<file path="src/rtl/mips_pkg.sv">
// Shared encodings for the MIPS datapath: write-back source select and load types.
package mips_pkg;

    localparam int unsigned BIT_SIZE = 32;

    typedef enum logic [1:0] {
        WB_SEL_ALU  = 2'b00,
        WB_SEL_LOAD = 2'b01,
        WB_SEL_LINK = 2'b10,
        WB_SEL_RSVD = 2'b11
    } wb_sel_e;

    typedef enum logic [2:0] {
        LD_LW  = 3'b000,
        LD_LH  = 3'b001,
        LD_LHU = 3'b010,
        LD_LB  = 3'b011,
        LD_LBU = 3'b100
    } ld_type_e;

endpackage

</file>
<file path="src/rtl/load_align.sv">
// Little-endian load extraction and extension, plus natural-alignment check.
module load_align
    import mips_pkg::*;
(
    input  logic [BIT_SIZE-1:0] rdata,
    input  logic [1:0]          addr_lo,
    input  logic [2:0]          load_type,
    output logic [BIT_SIZE-1:0] data,
    output logic                misaligned
);

    logic [15:0] half;
    logic [7:0]  byte_sel;

    always_comb begin
        half     = addr_lo[1] ? rdata[31:16] : rdata[15:0];
        byte_sel = rdata[7:0];
        case (addr_lo)
            2'd1:    byte_sel = rdata[15:8];
            2'd2:    byte_sel = rdata[23:16];
            2'd3:    byte_sel = rdata[31:24];
            default: byte_sel = rdata[7:0];
        endcase
    end

    // Unlisted load types behave as LW.
    always_comb begin
        data       = rdata;
        misaligned = 1'b0;
        case (load_type)
            LD_LH: begin
                data       = {{16{half[15]}}, half};
                misaligned = addr_lo[0];
            end
            LD_LHU: begin
                data       = {16'h0000, half};
                misaligned = addr_lo[0];
            end
            LD_LB:  data = {{24{byte_sel[7]}}, byte_sel};
            LD_LBU: data = {24'h000000, byte_sel};
            default: begin
                data       = rdata;
                misaligned = (addr_lo != 2'd0);
            end
        endcase
    end

endmodule

</file>
<file path="src/rtl/wb_stage.sv">
// MEM/WB pipeline register and write-back stage feeding the register file.
module wb_stage
    import mips_pkg::*;
#(
    parameter int unsigned bit_size = 32
) (
    input  logic                clk,
    input  logic                rst,
    input  logic                stall,
    input  logic                flush,
    input  logic                in_valid,
    input  logic                in_reg_write,
    input  logic [1:0]          in_wb_sel,
    input  logic [2:0]          in_load_type,
    input  logic [1:0]          in_addr_lo,
    input  logic [4:0]          in_dest,
    input  logic [bit_size-1:0] in_alu_result,
    input  logic [bit_size-1:0] in_mem_rdata,
    input  logic [bit_size-1:0] in_pc_plus8,
    output logic                RegWrite,
    output logic [4:0]          Write_addr,
    output logic [bit_size-1:0] Write_data,
    output logic                misalign_err,
    output logic [31:0]         retire_count
);

    logic [bit_size-1:0] ld_data;
    logic                ld_mis;
    logic [bit_size-1:0] sel_data;

    logic                valid_q;
    logic                reg_write_q;
    wb_sel_e             wb_sel_q;
    logic [4:0]          dest_q;
    logic [bit_size-1:0] data_q;
    logic                mis_q;
    logic [31:0]         cnt_q;
    logic                commit;

    load_align u_load_align (
        .rdata      (in_mem_rdata),
        .addr_lo    (in_addr_lo),
        .load_type  (in_load_type),
        .data       (ld_data),
        .misaligned (ld_mis)
    );

    always_comb begin
        sel_data = in_alu_result;
        case (wb_sel_e'(in_wb_sel))
            WB_SEL_LOAD: sel_data = ld_data;
            WB_SEL_LINK: sel_data = in_pc_plus8;
            default:     sel_data = in_alu_result;
        endcase
    end

    // The entry leaving this cycle commits; stall freezes both entry and commit.
    assign commit = valid_q & ~stall;

    always_ff @(posedge clk or negedge rst) begin
        if (!rst) begin
            valid_q     <= 1'b0;
            reg_write_q <= 1'b0;
            wb_sel_q    <= WB_SEL_ALU;
            dest_q      <= 5'd0;
            data_q      <= '0;
            mis_q       <= 1'b0;
            cnt_q       <= 32'd0;
        end else begin
            if (!stall) begin
                valid_q     <= in_valid & ~flush;
                reg_write_q <= in_reg_write;
                wb_sel_q    <= wb_sel_e'(in_wb_sel);
                dest_q      <= in_dest;
                data_q      <= sel_data;
                mis_q       <= (wb_sel_e'(in_wb_sel) == WB_SEL_LOAD) & ld_mis;
            end
            if (commit) begin
                cnt_q <= cnt_q + 32'd1;
            end
        end
    end

    assign RegWrite     = commit & reg_write_q & (dest_q != 5'd0)
                        & (wb_sel_q != WB_SEL_RSVD) & ~mis_q;
    assign Write_addr   = valid_q ? dest_q : 5'd0;
    assign Write_data   = valid_q ? data_q : '0;
    assign misalign_err = commit & mis_q;
    assign retire_count = cnt_q;

endmodule

</file>
<file path="config.mk">
export PLATFORM = sky130hd
export DESIGN_NAME = wb_stage
export DESIGN_NICKNAME = d
export VERILOG_FILES = /design/src/rtl/mips_pkg.sv /design/src/rtl/load_align.sv /design/src/rtl/wb_stage.sv
export SDC_FILE = /design/constraint.sdc
export NUM_CORES = 1
export LEC_CHECK = 0
export CAP_MARGIN = 5
export CORE_UTILIZATION = 45
export CTS_BUF_LIST = sky130_fd_sc_hd__clkbuf_8
export CTS_CLUSTER_DIAMETER = 120
export CTS_CLUSTER_SIZE = 25
export DETAILED_ROUTE_END_ITERATION = 7
export GPL_ROUTABILITY_DRIVEN = 0
export GPL_TIMING_DRIVEN = 0
export PLACE_DENSITY_LB_ADDON = 0.15
export SYNTH_ARGS = -nofsm -noshare
export SYNTH_HDL_FRONTEND = slang
export SYNTH_SLANG_ARGS = --single-unit
</file>
<file path="constraint.sdc">
create_clock -name clk -period 2.19 [get_ports clk]
set_clock_uncertainty 0.1 [all_clocks]
set_input_delay 0.438 -clock clk [delete_from_list [all_inputs] [get_ports clk]]
set_output_delay 0.438 -clock clk [all_outputs]
set_load 0.01 [all_outputs]
</file>
==> flow_metrics.tcl <==
set metrics [dict create \
    status "complete, but fails checks" \
    violations "negative setup slack" \
    syn2layout_area_growth_pct 49.9 \
    setup_slack_ns -0.0206 \
    peakVddDrop_mv 0.299 \
    portBuffers 182 \
    io_pins 185 \
    worst_slew_pin_slew_ns 0.569 \
    drv_cap 0 \
    synth_compound_area_share_pct 23.7 \
    grt_pass1_wl_mm 22.5 \
    fin_nets 846 \
    clk_latency_ns 0.36 \
    die_h_um 103 \
    synth_top_family_by_area "compound AO/OA/AOI/OAI gates" \
    dieArea_um2 10600 \
    antenna_found_initial 0 \
    initial_utilization_pct 46.7 \
    routed_via_density 5.63 \
    overflow 0 \
    drive_above_1_share_pct 13.9 \
    synthArstFlopShare_pct 100 \
    core_um2 9860 \
    cts_buffer_depth 2 \
    crit_required_ns 1.65 \
    syn-num-nets 647 \
    setup_tns_ns -0.0206 \
    wl_mm 14.9 \
    ant_nets 0 \
    post-route-min-period_ns 2.21 \
    relSlewSlack_pct 61.3 \
    diodes 0 \
    end_kind "output pin" \
    cts_sinks 74 \
    wl_per_cell_um 17.2 \
    yosysMostFrequentCell "a21oi_1" \
    ys.flop_type "dfrtp_1" \
    yosys.area.top_type "dfrtp_1" \
    num_vias 4884 \
    drc 0 \
    yosysTopAreaCellShare_pct 40.2 \
    critPathKind "reg -> out" \
    final_core_util_pct 70.0 \
    ys_seq_area_share_pct 40.2 \
    netlist_area_um2 4600 \
    ys_seq_elements 74 \
    register_area_um2 1850 \
    fmax_mhz 452 \
    slew_viol_final 0 \
    p_leak_nw 3.19 \
    hp-class "reg -> reg" \
    clk_pin_slew_ns 0.08 \
    drtPass1Iterations 5 \
    grt_usage_pct 28.2 \
    critPathArrivalTime_ns 1.67 \
    cts_root_buf "clkbuf_8" \
    synth_edf_count 0 \
    cts_tree "built" \
    synth_xor_area_share_pct 6.09 \
    start_kind "flop" \
    synth_area_leaders "dfrtp_1 40%, a21oi_1 11%, and2_1 5.7%" \
    synth_mux_area_share_pct 5.76 \
    hold_violations 0 \
    synth-simple-area-share_pct 17.4 \
    synth_top_cells_by_count "104 x a21oi_1, 74 x dfrtp_1, 42 x and2_1, 32 x inv_1, 31 x o21ai_0" \
    synth_adder_area_share_pct 0.815 \
    first_iter_violations 287 \
    grt_setup_unrepaired "yes" \
    timing.final.crit_share_pct 101 \
    n_fill_cell 805 \
    h-tree-depth 3 \
    rows 36 \
    power_mw 3.88 \
    setup_viol 1 \
    hold_slack_ns 0.383 \
    grt_pass1_vias 4611 \
    crit_fanout 10 \
    yosysWarningCount 0 \
    syn_avg_cell_area_um2 8.69 \
    p_per_area_nw_per_um2 562 \
    grt_max_degree 58 \
    cts_made_buffers 9 \
    postSynthCellCount 530 \
    synth.distinct_cells 45 \
    die_w_um 103 \
    hpwl_mm 11.3 \
    multiInputGateArea_um2 2500 \
]
stage by stage:
stage	instance area [µm²]	std cells	worst slack, ns
final	6900	867	-0.0206
after global routing	6900	867	-0.0778
after CTS	6890	866	0.00444
after detailed placement	6620	846	-0.612
after global placement	6590	845	-2.00
after floorplan	4600	530	0.250
where the power goes:
part | total, mW | switching [mW] | internal [mW]
logic | 1.04 | 0.507 | 0.537
clock network | 1.23 | 0.551 | 0.675
registers | 1.61 | 0.107 | 1.50
total | 3.88 | 1.17 | 2.71
worst max-delay path, stage by stage, from the launching register on:
cell and delay, ns:
dfrtp_1 0.42, buf_4 0.15, clkbuf_8 0.15, buf_4 0.16, and2_1 0.15, dlygate4sd2_1 0.28
worst paths after layout:
check,startpoint,to,slack (ns),cells past startpoint
max in group asynchronous,rst,data_q[17],1.03,3
worst min register to register,retire_count[31],retire_count[31],0.38,1
worst max-delay path,valid_q,Write_data[20],-0.02,5
min in group asynchronous,rst,dest_q[3],0.39,2
worst max register to register,valid_q,retire_count[27],0.30,7
worst min-delay path,retire_count[31],retire_count[31],0.38,1
logic make-up (layout without fill, tap and decap cells):
group / Yosys count / in the layout
muxes: 25 / 25
adders and majority gates: 3 / 3
buffers and inverters: 68 / 272
xor gates and xnor gates: 32 / 32
AOI/OAI and AO/OA: 182 / 182
and+or+nand+nor: 146 / 146
DFF: 74 / 74
state kept, by name, summed over array words and instances (netlist names):
register,flops
valid_q,1
dest_q,5
mis_q,1
wb_sel_q,2
reg_write_q,1
data_q,32
retire_count,32
repair_timing:
item                                    in CTS  in global routing
setup buffers                                4                  2
hold endpoints to repair                    17                  0
hold buffers                                 1                  0
endpoints found under the setup margin      63                 40
gates resized for setup                     50                 63
pin swaps                                    1                  1
cells in the final DEF (no fill, tap or decap), types with 9 or more instances in the layout:
master	instances
nand2_1	25
o21ai_2	12
o221ai_1	9
xnor2_1	17
xor2_1	15
o21ai_0	31
inv_1	32
buf_4	9
mux2_2	9
mux2i_1	15
clkdlybuf4s50_1	139
dfrtp_1	74
dlymetal6s2s_1	10
a21oi_2	11
nand3_1	20
a21oi_1	103
clkbuf_2	19
nor2_1	24
clkbuf_1	12
and2_1	42
clkbuf_8	13
clkdlybuf4s15_1	12
per-layer routing:
layer	up-vias	global-route usage [%]	wire, µm
met5	-	0	0
met4	0	14.0	496
met3	36	4.81	1210
met2	274	47.0	7170
met1	2308	35.3	6050
li1	2266	-	-
final cells by class:
class	instances	share of cell area, %
multi-input cells	388	36.2
clock buffers	10	1.99
inverters	32	1.74
repair buffers	190	26.7
flip-flops and latches	74	26.8
clock inverters	6	1.27
plain buffers	34	2.88
well taps	133	2.41
Power figures use the tool's default switching activity.
